### config.mk
export PLATFORM = sky130hd
export DESIGN_NAME = pc_unit
export DESIGN_NICKNAME = d
export VERILOG_FILES = /design/src/rtl/pc_unit.sv
export SDC_FILE = /design/constraint.sdc
export NUM_CORES = 1
export LEC_CHECK = 0
export CORE_MARGIN = 1
export CORE_UTILIZATION = 35
export DETAILED_ROUTE_END_ITERATION = 8
export GPL_ROUTABILITY_DRIVEN = 0
export PLACE_DENSITY = 0.57
export SETUP_SLACK_MARGIN = 0.5
export SYNTH_ARGS = -nofsm -noshare
export SYNTH_HDL_FRONTEND = slang
export SYNTH_SLANG_ARGS = --single-unit
### constraint.sdc
create_clock -name clock -period 6.4 [get_ports clock]
set_input_delay 1.28 -clock clock [delete_from_list [all_inputs] [get_ports clock]]
set_output_delay 1.28 -clock clock [all_outputs]
set_load 0.1 [all_outputs]
### src/rtl/pc_unit.sv
// pc_unit: program-counter unit with a circular return-address stack.
//
// Holds the current fetch address and picks the next one from the
// sequential, branch, jump or return source. Priority:
//   reset > stall > ret > jump > branch_taken > sequential.
// A call is only honoured together with jump, and pushes pc_plus.
// When full, a push overwrites the oldest entry.
//
// Optional feature macro: PC_ALIGN_CHECK_EN. When it is defined, a
// misaligned non-sequential target sends pc to TRAP_VECTOR and pulses
// misalign. When it is undefined, targets load unmodified and misalign is 0.
//
// There is no handshake on this block: every request input is sampled on
// each rising clock edge unless stall is high.

module pc_unit #(
    parameter int               WIDTH        = 32,
    parameter logic [WIDTH-1:0] RESET_VECTOR = '0,
    parameter int               INSTR_BYTES  = 4,
    parameter int               RAS_DEPTH    = 4,
    parameter logic [WIDTH-1:0] TRAP_VECTOR  = WIDTH'(32'h0000_0080)
) (
    input  logic             clock,
    input  logic             reset,
    input  logic             stall,
    input  logic             branch_taken,
    input  logic [WIDTH-1:0] branch_target,
    input  logic             jump,
    input  logic [WIDTH-1:0] jump_target,
    input  logic             call,
    input  logic             ret,
    output logic [WIDTH-1:0] pc,
    output logic [WIDTH-1:0] pc_plus,
    output logic             ras_empty,
    output logic             ras_full,
    output logic             ras_underflow,
    output logic             misalign
);

    localparam int               PTR_W      = $clog2(RAS_DEPTH);
    localparam logic [PTR_W:0]   FULL_COUNT = (PTR_W+1)'(RAS_DEPTH);
    localparam logic [WIDTH-1:0] STEP       = WIDTH'(INSTR_BYTES);

    // Architectural state
    logic [WIDTH-1:0] pc_q;
    logic [PTR_W-1:0] ptr_q;     // next free slot; the top entry sits at ptr_q-1
    logic [PTR_W:0]   count_q;   // valid entries, saturates at RAS_DEPTH
    logic             underflow_q;
    logic             misalign_q;
    logic [WIDTH-1:0] ras_mem [RAS_DEPTH];

    // Next-state decode
    logic [PTR_W-1:0] top_idx;
    logic [WIDTH-1:0] top_entry;
    logic             ras_nonempty;
    logic [WIDTH-1:0] target;
    logic             redirect;
    logic             do_push;
    logic             do_pop;
    logic             underflow_d;
    logic             misalign_d;
    logic [WIDTH-1:0] pc_d;

    assign pc_plus      = pc_q + STEP;
    assign top_idx      = ptr_q - 1'b1;
    assign top_entry    = ras_mem[top_idx];
    assign ras_nonempty = (count_q != '0);

    // Select the next-PC source and decide which RAS operations happen
    always_comb begin
        target      = pc_plus;
        redirect    = 1'b0;
        do_push     = 1'b0;
        do_pop      = 1'b0;
        underflow_d = 1'b0;
        if (!stall) begin
            if (ret) begin
                redirect = 1'b1;
                if (ras_nonempty) begin
                    target = top_entry;
                    do_pop = 1'b1;
                end else begin
                    target      = jump_target;
                    underflow_d = 1'b1;
                end
            end else if (jump) begin
                redirect = 1'b1;
                target   = jump_target;
            end else if (branch_taken) begin
                redirect = 1'b1;
                target   = branch_target;
            end
            // A call only counts when it rides on a jump.
            do_push = call & jump;
        end
    end

`ifdef PC_ALIGN_CHECK_EN
    localparam logic [WIDTH-1:0] ALIGN_MASK = WIDTH'(INSTR_BYTES - 1);

    // Trap any redirect whose low address bits are not instruction aligned
    always_comb begin
        misalign_d = redirect && ((target & ALIGN_MASK) != '0);
        pc_d       = misalign_d ? TRAP_VECTOR : target;
    end
`else
    logic unused_trap_vector;
    assign unused_trap_vector = ^TRAP_VECTOR;

    // Targets pass through unmodified; the misalign pulse never fires
    always_comb begin
        misalign_d = 1'b0;
        pc_d       = target;
    end
`endif

    // PC, RAS pointer/count and the one-cycle status pulses
    always_ff @(posedge clock) begin
        if (reset) begin
            pc_q        <= RESET_VECTOR;
            ptr_q       <= '0;
            count_q     <= '0;
            underflow_q <= 1'b0;
            misalign_q  <= 1'b0;
        end else begin
            underflow_q <= underflow_d;
            misalign_q  <= misalign_d;
            if (!stall) begin
                pc_q <= pc_d;
            end
            if (do_push && do_pop) begin
                // Pop then push: top replaced, pointer and count unchanged.
                ptr_q   <= ptr_q;
                count_q <= count_q;
            end else if (do_push) begin
                ptr_q <= ptr_q + 1'b1;
                if (count_q != FULL_COUNT) begin
                    count_q <= count_q + 1'b1;
                end
            end else if (do_pop) begin
                ptr_q   <= ptr_q - 1'b1;
                count_q <= count_q - 1'b1;
            end
        end
    end

    // RAS storage; contents deliberately survive reset
    always_ff @(posedge clock) begin
        if (!reset) begin
            if (do_push && do_pop) begin
                ras_mem[top_idx] <= pc_plus;
            end else if (do_push) begin
                ras_mem[ptr_q] <= pc_plus;
            end
        end
    end

    assign pc            = pc_q;
    assign ras_empty     = (count_q == '0);
    assign ras_full      = (count_q == FULL_COUNT);
    assign ras_underflow = underflow_q;
    assign misalign      = misalign_q;

endmodule
==> Word level (Yosys, flattened, before mapping) <==
Memories as Yosys holds them, arrays and structs flattened.
Cells that the tools add are included.
{ "word_totals": {"regBits": 38, "in_bits": 71, "ramBits": 128, "memories": 1, "out_inout_bits": 68} }
{ "op_classes": {"muxes": 24, "bitwise": 3, "eq_ne": 3, "add_sub_neg": 5, "n_reduce_logical": 8} }
{ "memory_table": {"columns": ["memory", "depth", "word_bits", "read_ports", "rd_ports_with_merged_regs", "wr", "line_no", "rtl"], "rows": [
  ["ras_mem", 4, 32, 1, 0, 1, "50", "logic [WIDTH-1:0] ras_mem [RAS_DEPTH];"]
]} }
{ "ops": {"columns": ["operator", "n"], "rows": [
  ["two-way mux 32 bit", 5],
  ["adder 32 x 3 -> 32 bit, second input constant", 1],
  ["OR reduction 32 bit", 1],
  ["two-way mux 1 bit", 13],
  ["two-way mux 3 bit", 3],
  ["two-way mux 2 bit", 3],
  ["adder 3 x 1 -> 3 bit, second input constant", 1],
  ["equality test 3 bit, second input constant", 1],
  ["zero test 3 bit", 1],
  ["inequality test 3 bit, second input constant", 1],
  ["AND reduction 3 bit", 1],
  ["nonzero test 3 bit", 1],
  ["OR reduction 3 bit", 1],
  ["subtractor 3 x 1 -> 3 bit, second input constant", 1],
  ["adder 2 x 1 -> 2 bit, second input constant", 1],
  ["inequality test 2 x 1 -> 1 bit, second input constant", 1],
  ["inverter 1 bit", 2],
  ["AND reduction 2 bit", 1],
  ["nonzero test 2 bit", 1],
  ["subtractor 2 x 1 -> 2 bit, second input constant", 1],
  ["AND 1 bit", 1],
  ["logical AND 1 bit", 1]
]} }

==> Logic depth before layout (Yosys ltp) <==
{ "logic_depth": {"word_depth": 10, "ltp_mapped": 11} }

==> Worst setup path after synthesis <==
No wires, ideal clock.
{ "synth_path": {"kind": "input to register", "from": "input port ret", "to": "memory ras_mem[2][0] (enable)", "setup_slack_ps": 49, "path_buffers": 1, "t_required_ps": 5887, "arrival_time_ps": 5838, "cell_stages": 7, "path_cell_list": "clkbuf_1 -> clkinv_1 -> nor2_1 -> nand2_1 -> ha_1 -> xnor2_1 -> nor4b_1"} }
{ "synth_between": {"elab_chain_len": 8, "elab_cells_between_ends": 12} }
{ "synth_lines": {"columns": ["item", "line_no", "rtl"], "rows": [
  ["from (decl)", "31", "input logic ret,"],
  ["two-way mux 1 bit *", "77", "if (ret) begin"],
  ["two-way mux 1 bit *", "76", "if (!stall) begin"],
  ["logical AND 1 bit *", "150", "if (do_push && do_pop) begin"],
  ["two-way mux 1 bit", "150", null],
  ["two-way mux 1 bit", "149", "if (!reset) begin"],
  ["two-way mux 1 bit (not written as such)", "153", "ras_mem[ptr_q] <= pc_plus;"],
  ["OR reduction 32 bit (no source line)", null, null],
  ["two-way mux 2 bit (no source line) or two-way mux 1 bit (tied branches)", null, null],
  ["to (decl)", "50", null]
]} }
Every way passes the cells marked *; elsewhere a longest branch is shown, timed or not.

==> Worst setup path in the final report <==
{ "layout_path": {"from": "register pc_q[10], in the netlist pc[10]", "to": "output port pc_plus[20]"} }
{ "layout_between": {"elab_chain_len": 1} }
{ "layout_lines": {"columns": ["item", "line_no", "rtl"], "rows": [
  ["from (decl)", "45", "logic [WIDTH-1:0] pc_q;"],
  ["from (signal assigned)", "129", "pc_q <= pc_d;"],
  ["adder 32 x 3 -> 32 bit", "64", "assign pc_plus = pc_q + STEP;"],
  ["to (decl)", "33", "output logic [WIDTH-1:0] pc_plus,"]
]} }
Every way passes these cells.

==> out/results.md <==
* **status** finished, final reports clean
* **largest clock skew in the final design** 0.00706 ns
* **flip-flop and latch count after synthesis** 166
* **aggregate routed wire length** 24.3 mm
* **clk_lat worst skew** 0.42 ns
* **antenna viol nets, final** 0
* **number of max-slew violations in the final report** 0
* **routed vias/inst** 5.70
* **synthesis warning total** 0
* **clk slew on worst S/H paths** 0.06 ns
* **standard cell area after detailed placement** 0.00965 mm2
* **placeable core region** 0.0226 mm2
* **die width** 153 um
* **fraction of synthesis flops using an asynchronous set or reset pin** 0%
* **final clock period utilization by the worst path** 79.5%
* **clock tree from TritonCTS** done
* **number of distinct library cells after synthesis** 64
* **Pleak** 3.40 nW
* **number of max-cap violations** 0
* **maximum fanout along the worst path** 13
* **overall global routing resource usage** 21.0%
* **starting density of the core** 35.6%
* **Worst Tran Pin Value** 1.12 ns
* **netlist area before placement** 0.00803 mm2
* **destination of the worst register-to-register timing path** ras_mem[3][19]
* **number of top-level design ports** 139
* **final-stage net count** 841
* **Sink Count** 166
* **share of cells above drive strength 1** 13.4%
* **Setup Total Neg Slack** 0 ns
* **relative slew slack** 25.1%
* **die span in y** 153 um
* **floorplan row count** 55
* **first-pass iteration count of the detailed router** 5
* **mean instance size in the synthesized netlist** 12.4 um2
* **final routed wire length divided by cell count** 22.9 um
* **Setup Buffers After CTS** 0
* **total via count after detailed routing** 6057
* **number of nets produced by synthesis** 722
* **number of port buffers** 137
* **launching point of the worst reg2reg path** count_q[0]
* **number of synthesized flops with an enable pin** 128
* **die outline area** 0.0235 mm2
* **CTS Root Buffer Type** sky130_fd_sc_hd__clkbuf_16
* **number of CTS-inserted buffers** 17
* **Post-CTS Hold Fix Bufs** 0
* **arrival time at the worst endpoint** 3.81 ns
* **worst hold path depth** 2
* **post-route cell area** 0.0102 mm2
* **highest attainable clock frequency** 0.197 GHz
* **Final Setup Violations** 0
* **antenna violations before repair** 1
* **global route overflow** 0
* **clock period minus final worst setup slack** 5.09 ns
* **R2R cell count** 7
* **number of levels the H-tree was split into** 4
* **# DRC** 0
* **kind of path behind the tightest hold check** reg -> reg
* **wire length of the first global-routing pass** 36.6 mm
* **cells after synthesis** 646
* **detailed placement HPWL** 15.7 mm
* **most common flop cell mapped by yosys** sky130_fd_sc_hd__edfxtp_1
* **post-synthesis sequential area ratio** 57.4%
* **final hold violations** 0
* **count of inserted antenna diode cells** 0
* **RSZ-0062 raised after global routing** false
* **worst vdd ir** 0.000188 V
* **Endpoint, Worst Hold** count_q[2]
* **layout-stage area growth over the synthesis result** 27.3%
* **startpoint types** register
* **Worst Hold Launch** count_q[2]
* **pin count of the biggest net entering global routing** 40
* **worst endpoint required time** 5.12 ns
* **maximum root-to-sink buffer count** 2
* **register-to-register path setup slack** 3.41 ns
* **post_cts resized** 0
* **PwrDens** 312 mW/mm2
* **type of the worst setup path** reg -> out
* **final core utilization** 45.3%
* **via count of the first global-routing pass** 6123
* **nature of the critical path endpoint** output port
* **initial detailed-routing violation count** 539
==> through the flow <==
step	hold WS, ns	setup WS, ns	total power, mW	cells
floorplan	0.491	0.831	1.96	646
global placement	0.513	1.53	2.21	1031
global route	0.582	1.21	3.29	1063
finish	0.544	1.31	3.19	1063
CTS	0.548	1.37	3.21	1063
detailed placement	0.529	1.36	2.22	1031
==> report_power, final <==
part	total, mW	internal [mW]	switching, mW
Sequential	1.27	1.21	0.0550
Combinational	0.932	0.279	0.653
Clock	0.987	0.569	0.418
Total	3.19	2.06	1.13
==> area by class of cell <==
cell class / count / area (um2)
Tap cell: 285 / 357
Timing Repair Buffer: 150 / 1470
Clock inverter: 14 / 136
Sequential cell: 166 / 4610
Fill cell: 2078 / 12400
Inverter: 13 / 48.8
Multi-Input combinational cell: 417 / 3170
Clock buffer: 18 / 429
==> worst max path at each step <==
stage                start              to  slack [ns]  cells after the start
global route        pc[10]     pc_plus[20]        1.21                      5
CTS                 pc[10]     pc_plus[20]        1.37                      5
floorplan              ret   ras_mem[3][0]        0.83                      7
detailed placement    jump  ras_mem[2][18]        1.36                      7
finish              pc[10]     pc_plus[20]        1.31                      5
global placement      jump  ras_mem[3][21]        1.53                      7
==> worst max-delay path, cell delays in order, from the launching register on <==
cell and delay, ns:
sky130_fd_sc_hd__dfxtp_1 0.67, sky130_fd_sc_hd__nand4_1 0.28, sky130_fd_sc_hd__nor4_1 0.45, sky130_fd_sc_hd__nand3_1 0.15, sky130_fd_sc_hd__xnor2_1 0.57, sky130_fd_sc_hd__clkdlybuf4s50_1 1.26
==> placed cells by master, fill, tap and decap left out, types with 14 or more instances in the layout <==
cell type	count
sky130_fd_sc_hd__nand3_1	20
sky130_fd_sc_hd__o21ai_0	25
sky130_fd_sc_hd__dfxtp_1	37
sky130_fd_sc_hd__clkdlybuf4s50_1	137
sky130_fd_sc_hd__xnor2_1	16
sky130_fd_sc_hd__nor3_1	14
sky130_fd_sc_hd__nor2_1	25
sky130_fd_sc_hd__edfxtp_1	128
sky130_fd_sc_hd__mux4_2	32
sky130_fd_sc_hd__clkbuf_16	17
sky130_fd_sc_hd__nand2_1	83
sky130_fd_sc_hd__a21oi_1	40
==> sequential cells by signal (all words and copies together), names as in the netlist <==
register and count:
ptr_q 2, count_q 3, pc 32, ras_underflow 1, ras_mem 128
==> synth_stat cells, types with 3 or more instances <==
cell type,n,share of area (%)
sky130_fd_sc_hd__o211ai_1,3,0.28
sky130_fd_sc_hd__and3_1,3,0.23
sky130_fd_sc_hd__and4_1,4,0.44
sky130_fd_sc_hd__nor3_1,15,0.94
sky130_fd_sc_hd__or3_1,8,0.62
sky130_fd_sc_hd__o211a_1,3,0.37
sky130_fd_sc_hd__a21oi_1,40,2.5
sky130_fd_sc_hd__nor2_1,25,1.2
sky130_fd_sc_hd__nand2_1,83,3.9
sky130_fd_sc_hd__xnor2_1,16,1.7
sky130_fd_sc_hd__dfxtp_1,38,9.5
sky130_fd_sc_hd__mux2i_1,6,0.75
sky130_fd_sc_hd__o32ai_1,4,0.44
sky130_fd_sc_hd__a221oi_1,5,0.55
sky130_fd_sc_hd__xor2_1,11,1.2
sky130_fd_sc_hd__buf_4,10,0.94
sky130_fd_sc_hd__nand3_1,20,1.2
sky130_fd_sc_hd__a211oi_1,6,0.56
sky130_fd_sc_hd__o22ai_1,11,0.86
sky130_fd_sc_hd__ha_1,4,0.62
sky130_fd_sc_hd__buf_1,6,0.28
sky130_fd_sc_hd__edfxtp_1,128,48
sky130_fd_sc_hd__or2_2,7,0.55
sky130_fd_sc_hd__clkbuf_1,24,1.1
sky130_fd_sc_hd__o21ai_0,25,1.6
sky130_fd_sc_hd__o221a_2,9,1.3
sky130_fd_sc_hd__mux4_2,32,9.0
sky130_fd_sc_hd__o221ai_1,10,1.1
sky130_fd_sc_hd__nor4_1,4,0.31
sky130_fd_sc_hd__or4_1,3,0.28
sky130_fd_sc_hd__nand4_1,10,0.78
sky130_fd_sc_hd__buf_2,8,0.50
sky130_fd_sc_hd__o31ai_1,3,0.28
sky130_fd_sc_hd__inv_1,12,0.56
sky130_fd_sc_hd__a31oi_1,5,0.39
sky130_fd_sc_hd__o41a_1,3,0.42
sky130_fd_sc_hd__o21a_1,11,1.0
==> cells by family after synthesis <==
| logic type | count (synthesis) | share of synthesized area (%) |
|---|---|---|
| AO/OA/AOI/OAI | 149 | 12.9 |
| XOR/XNOR | 28 | 3.15 |
| adder cells (fa/ha/maj) | 5 | 0.873 |
| buffers and inverters | 63 | 3.73 |
| flip-flops | 166 | 57.4 |
| multiplexers | 38 | 9.73 |
| other | 1 | 0.0467 |
| AND/OR/NAND/NOR | 196 | 12.2 |
==> routing by layer <==
layer / vias up / GRT usage, % / part of all wire [%] / wire, um
met4: 0 / 8.05 / 2.3 / 565
met3: 42 / 4.14 / 7.5 / 1830
met2: 287 / 33.6 / 47 / 11400
met5: - / 0 / 0 / 0
li1: 2740 / - / - / -
met1: 2988 / 28.1 / 43 / 10600
Power figures use the tool's default switching activity.
